**config.mk**
```make
export PLATFORM = sky130hd
export DESIGN_NAME = rshift8_seq
export DESIGN_NICKNAME = d
export VERILOG_FILES = /design/src/rtl/rshift8_seq_pkg.sv /design/src/rtl/rshift8_seq_rsh1_step.sv /design/src/rtl/rshift8_seq.sv
export SDC_FILE = /design/constraint.sdc
export NUM_CORES = 1
export LEC_CHECK = 0
export CORE_MARGIN = 1
export CORE_UTILIZATION = 44
export CTS_CLUSTER_SIZE = 16
export DETAILED_ROUTE_END_ITERATION = 8
export GPL_TIMING_DRIVEN = 0
export PLACE_DENSITY = 0.78
export RECOVER_POWER = 100
export SYNTH_ARGS = -nofsm -noshare
export SYNTH_HDL_FRONTEND = slang
export SYNTH_SLANG_ARGS = --single-unit
```
**constraint.sdc**
```tcl
create_clock -name clk -period 1.5 [get_ports clk]
set_input_delay 0.375 -clock clk [delete_from_list [all_inputs] [get_ports clk]]
set_output_delay 0.375 -clock clk [all_outputs]
set_load 0.03 [all_outputs]
```
**src/rtl/rshift8_seq_pkg.sv**
```systemverilog
// Shared encodings for the rshift8_seq shifter: operation modes and FSM states.
package rshift8_seq_pkg;

    typedef enum logic [1:0] {
        OP_LSR = 2'b00,
        OP_ASR = 2'b01,
        OP_ROR = 2'b10,
        OP_RSV = 2'b11
    } op_e;

    typedef enum logic [1:0] {
        ST_IDLE  = 2'b00,
        ST_SHIFT = 2'b01,
        ST_DONE  = 2'b10
    } state_e;

endpackage

```
**src/rtl/rshift8_seq_rsh1_step.sv**
```systemverilog
// Single-position right-shift slice and the 4:1 mux that selects its MSB fill.
module mx4 (
    input  logic       a0,
    input  logic       a1,
    input  logic       a2,
    input  logic       a3,
    input  logic [1:0] sel,
    output logic       y
);
    always_comb begin
        y = a0;
        case (sel)
            2'b00:   y = a0;
            2'b01:   y = a1;
            2'b10:   y = a2;
            default: y = a3;
        endcase
    end
endmodule

module rsh1_step (
    input  logic [7:0] d,
    input  logic [1:0] op,
    output logic [7:0] q,
    output logic       cout
);
    logic fill;

    // Fill bit: zero for LSR and the reserved code, sign for ASR, wrapped LSB for ROR.
    mx4 u_fill (
        .a0  (1'b0),
        .a1  (d[7]),
        .a2  (d[0]),
        .a3  (1'b0),
        .sel (op),
        .y   (fill)
    );

    assign q    = {fill, d[7:1]};
    assign cout = d[0];
endmodule

```
**src/rtl/rshift8_seq.sv**
```systemverilog
// Sequential 8-bit right shifter: one bit position per clock, done pulse on completion.
module rshift8_seq
    import rshift8_seq_pkg::*;
(
    input  logic       clk,
    input  logic       reset,
    input  logic       start,
    input  logic [1:0] op,
    input  logic [2:0] shamt,
    input  logic [7:0] d_in,
    output logic [7:0] d_out,
    output logic       carry,
    output logic       busy,
    output logic       done
);
    state_e     state;
    state_e     state_nxt;
    op_e        op_reg;
    logic [2:0] cnt;
    logic [7:0] step_q;
    logic       step_c;
    logic       accept;

    // A new request is only taken when not already shifting.
    assign accept = start && (state != ST_SHIFT);

    rsh1_step u_step (
        .d    (d_out),
        .op   (op_reg),
        .q    (step_q),
        .cout (step_c)
    );

    always_ff @(posedge clk) begin
        if (reset) state <= ST_IDLE;
        else       state <= state_nxt;
    end

    always_comb begin
        state_nxt = state;
        case (state)
            ST_IDLE, ST_DONE: begin
                if (start)                 state_nxt = (shamt != 3'd0) ? ST_SHIFT : ST_DONE;
                else                       state_nxt = ST_IDLE;
            end
            ST_SHIFT: begin
                if (cnt == 3'd1)           state_nxt = ST_DONE;
            end
            default:                       state_nxt = ST_IDLE;
        endcase
    end

    always_ff @(posedge clk) begin
        if (reset) begin
            d_out  <= 8'h00;
            carry  <= 1'b0;
            cnt    <= 3'd0;
            op_reg <= OP_LSR;
        end else if (accept) begin
            d_out  <= d_in;
            carry  <= 1'b0;
            cnt    <= shamt;
            op_reg <= op_e'(op);
        end else if (state == ST_SHIFT) begin
            d_out  <= step_q;
            carry  <= step_c;
            cnt    <= cnt - 3'd1;
        end
    end

    assign busy = (state == ST_SHIFT);
    assign done = (state == ST_DONE);
endmodule

```
# Yosys cells after proc, flatten, opt, wreduce, memory -nomap -nowiden
# Cells that the tools add are included.
word_totals:
  regBits: 16
  in_bits: 16
  out_inout_bits: 11
  wordCells: 31
classes:
  add_sub_neg: 1
  n_eq_ne: 8
  n_mux: 9
  n_reduce_logical: 7
ops:
  columns: ["op", "count"]
  rows:
  - ["two-way mux 8 bit", 2]
  - ["two-way mux 2 bit", 3]
  - ["two-way mux 3 bit", 2]
  - ["equality test 2 x 1 -> 1 bit, second input constant", 2]
  - ["equality test 2 bit, second input constant", 2]
  - ["!= test 2 x 1 -> 1 bit, second input constant", 2]
  - ["case mux 2 bit (2 select lines)", 1]
  - ["OR reduction 2 bit", 2]
  - ["equality test 3 x 1 -> 1 bit, second input constant", 1]
  - ["nonzero test 3 bit", 1]
  - ["subtractor 3 x 1 -> 3 bit, second input constant", 1]
  - ["zero test 2 bit", 1]
  - ["!= test 2 bit, second input constant", 1]
  - ["case mux 1 bit (2 select lines)", 1]
  - ["AND reduction 2 bit", 1]
  - ["nonzero test 2 bit", 1]
  - ["logical AND 1 bit", 1]

# Depth between registers and ports, before layout
logic_depth:
  depth_word: 4
  mapped_depth: 5
  depth_no_buf: 5

# Modules after synthesis
# A second synthesis with hierarchy kept.
unflattened:
  cells_unflattened: 95
  area_unflattened_um2: 923.4
modules_own_cells:
  columns: ["mod", "instances", "cells_each", "area_per_inst_um2", "seq_area_each_um2"]
  rows:
  - ["rshift8_seq", 1, 84, 829.5, 320.3]
  - ["rsh1_step", 1, 10, 71.3, 0.0]
  - ["mx4", 1, 1, 22.5, 0.0]

# Worst setup path after synthesis
# OpenSTA, ideal clock, no wires.
synth_timing:
  path_kind: "in2reg"
  startpoint: "input port start"
  endpoint: "register d_out[7]"
  setup_ps: 116
  t_arrival_ps: 1085
  required_ps: 1384
  path_slack_ps: 299
  cell_stages: 4
  path_buffers: 1
  path_cell_list: "buf_2 inv_1 or3_1 o211a_1"
synth_between:
  elab_chain_len: 3
  elab_cells_between_ends: 5
synth_rtl:
  columns: ["item", "line", "source"]
  rows:
  - ["start, declared", "rshift8_seq.sv:7", "input logic start,"]
  - ["logical AND 1 bit (*)", "rshift8_seq.sv:25", "assign accept = start && (state != ST_SHIFT);"]
  - ["!= test 2 bit (no source line) or nonzero test 2 bit (tied branches)", null, null]
  - ["AND reduction 2 bit (no source line)", null, null]
  - ["end signal, assigned", "rshift8_seq.sv:60", "d_out <= d_in;"]
  - ["end signal, assigned", "rshift8_seq.sv:65", "d_out <= step_q;"]
  - ["end, declared", "rshift8_seq.sv:11", "output logic [7:0] d_out,"]
# Mark *: on every way between the ends. The rest lies on a longest branch, timed or not.
# A chain may end at the register's enable or synchronous reset.

# Worst setup path in the final report
layout_timing:
  startpoint: "register d_out[7]"
  endpoint: "output port d_out[7]"
# No word-level cell between the ends.

==> metrics list <==
* Yosys cell types: 27
- Hold repair after CTS inserted 0 buffers.
- Total vias in the final route: 739
* Max-slew violation total from the final report: 0
- Site row count: 15
- On the final layout, the worst clock skew is 0.00299 ns.
- Starting density of the core: 47.0%
- CTS HTree Levels: 1
- At the end of routability-driven placement, the weighted congestion stood at 0.693.
- In the routed design, unresolved DRC markers number 0.
* Number of cell instances on the worst register-to-register path: 6
- Relative slew slack: 68.4%
- Vias in the first global route: 667
- STA classifies the critical path endpoint as an output port.
- In this run, the number of DRC markers left after iteration 0 of detailed routing was 8.
- 0 antenna diodes ended up in the layout.
* Crit path setup slack, layout: 0.0450 ns
* Worst-Margin Slew: 0.474 ns
- The die covers 0.00200 mm^2.
* WS Path Type: reg2out
- In the final layout, the share of cells above drive strength 1 is 16.0%.
- Die boundary height: 44.7 um
- At the end of the flow, the number of nets in the layout was 138.
- Post-layout total power: 1.10 mW
* Clk buf depth: 2
- Maximum achievable frequency: 687 MHz
- Wire length per cell after detailed routing: 12.9 um
- Total I/O pin count: 27
- Leading cell types in the layout, fill and taps excluded: dfxtp_1, clkdlybuf4s50_1, a211oi_1
* Remaining number of nets flagged by the antenna check after routing: 0
* TritonCTS clock tree: done
* Registers with the highest flip-flop counts: d_out (8), cnt (3)
- Area of the mapped netlist: 802 um^2
* Fill cell count: 154
* Number of clock buffers inserted by TritonCTS: 3
- Clock input transition at the sequential cells of the worst setup and hold paths: 0.10 ns
* Post-synth top area share: 39.9%
* Area growth from synthesis to final layout: 38.5%
* Sequential element share of the synthesized area: 39.9%
- For the worst-skew pair, the clock arrives at the later sink with an insertion delay of 0.29 ns.
- In this run the clock root is driven by a clkbuf_4.
* Maximum number of pins on one net before global-route repair: 11
* Clock period minus worst slack: 1.45 ns
- Total grt overflow: 0
- Register containing the most flip-flops in the final layout: d_out
- Walking the worst path, the cells encountered are buf_4 > clkbuf_1.
- Slowest stage delay, CP: 0.38 ns
- Hold violation count in the final report: 0
- At the worst endpoint, the arrival time is 1.08 ns.
- GRT Total Usage: 20.1%
* Number of nets in the synthesized netlist: 107
- From left edge to right edge, the die measures 44.7 um.
- Average size of a mapped cell: 9.01 um^2
* Startpoint types: flop
- Excluding fillers, the count of instances in the completed layout stands at 144.
- Setup violations remaining at the end of the flow were counted as 0.
- After detailed routing, the number of vias per cell comes to 5.13.
- Cell family contributing the most delay on the critical path: buffers and inverters
- Largest voltage drop on the vdd net: 0.600 mV
- The number of buffers and inverters on the critical path is 2.
* Static Leakage: 0.485 nW
- Placement-stage worst setup slack: -0.201 ns
- In this run the standard cell core region covers 0.00171 mm^2.
- Cell Count Post-Placement: 138
- Yosys warning total: 0
- Total Routed Length: 1.85 mm
* Number of max-cap violations: 0
- The register with the most flip-flops in the layout has 8 of them.
- The min-delay analysis places its worst path in the category in2reg.
- Clock sink count: 16
- The flow ran to the end, and the final reports show no timing, DRC or antenna violations.
* Number of optimization iterations in the first detailed-route pass: 3
- Synth Instances: 89
- During placement, the flow inserted port buffers numbering 24.
- Ratio of final minimum period to clock period: 97.0%
- Along the worst hold path, the cell count comes to 3.
- Along the worst path, the maximum fanout reaches 3.
* Req. time, crit path: 1.12 ns
- Number of logic stages on the critical path including buffering: 2
- The biggest area contributor in the post-synthesis netlist is dfxtp_1.
* RSZ-0062 raised after global routing: false
- Wire length of the first global-routing pass: 2.93 mm
- By area the synthesized netlist is led by dfxtp_1, a211oi_1, mux2i_1.
- Total half-perimeter wirelength after legalization and detailed placement: 1.29 mm
- Critical path's slowest cell: dfxtp_1
* Number of antenna violations at the first check in global routing: 0
* Yosys reg bits: 16
- Commonest non-fill, non-tap cell in the layout: dfxtp_1
- Power spread over the standard cell area amounts to 991 mW/mm^2.
==> where the power goes <==
part | internal [mW] | switching (mW)
logic | 0.144 | 0.168
registers | 0.468 | 0.0321
clock network | 0.148 | 0.141
total | 0.760 | 0.341
==> timing repair <==
action / CTS / global route
buffers inserted: 0 / 2
endpoints found under the hold margin: 0 / 0
endpoints found under the setup margin: 11 / 2
gates resized for setup: 24 / 1
==> synth_stat cells (all sizes together) <==
cell and n:
a211oi 10, a21o 1, a21oi 4, a31oi 2, a32oi 1, buf 7
clkbuf 2, dfxtp 16, ha 2, inv 5, mux2 1, mux2i 7
nand2 2, nand2b 3, nand3 5, nand3b 1, nor2 8, nor2b 4
nor3 1, o211a 2, o21ai 4, or3 1
==> routing by layer <==
metal | vias up | share of wire (%) | global-route usage (%) | wire (um)
li1 | 372 | - | - | -
met3 | 2 | 5.0 | 4.00 | 93
met1 | 343 | 44 | 25.4 | 825
met2 | 22 | 50 | 33.2 | 922
met4 | 0 | 0.70 | 9.09 | 13
met5 | - | 0 | 0 | 0
==> stage by stage <==
step                setup TNS [ns]  utilization (%)  area [um^2]  hold WS, ns
floorplan                        0                -          802        0.458
global placement            -0.227             62.9         1070        0.467
detailed placement          -0.226             62.9         1070        0.474
CTS                              0             64.8         1110        0.475
global route                     0             65.1         1110        0.496
finish                           0             65.1         1110        0.483
==> logic make-up after synthesis <==
| kind of cell | after synthesis | synth area share [%] |
|---|---|---|
| AO/OA/AOI/OAI | 24 | 20.4 |
| adder cells (fa/ha/maj) | 2 | 3.12 |
| buffers and inverters | 14 | 9.83 |
| flip-flops | 16 | 39.9 |
| multiplexers | 8 | 10.1 |
| AND/OR/NAND/NOR | 25 | 16.5 |
==> worst paths after layout <==
kind / start / endpoint / slack, ns
worst min-delay path: start / cnt[1] / 0.48
worst max register to register: state[1] / d_out[7] / 0.14
worst min register to register: carry / carry / 0.49
worst max-delay path: d_out[7] / d_out[7] / 0.05
==> final cells by class <==
| class | instances | area [um^2] | area share (%) |
|---|---|---|---|
| plain buffers | 9 | 58.8 | 5.29 |
| clock buffers | 4 | 36.3 | 3.27 |
| inverters | 5 | 18.8 | 1.69 |
| multi-input cells | 59 | 403 | 36.3 |
| flip-flops and latches | 16 | 323 | 29.1 |
| well taps | 25 | 31.3 | 2.82 |
| repair buffers | 26 | 240 | 21.6 |
==> tightest hold or removal path, stage by stage <==
cell and delay, ns:
buf_2 0.16, o211a_1 0.15, a211oi_1 0.04
Note: power is estimated with default switching activity, not from simulation.
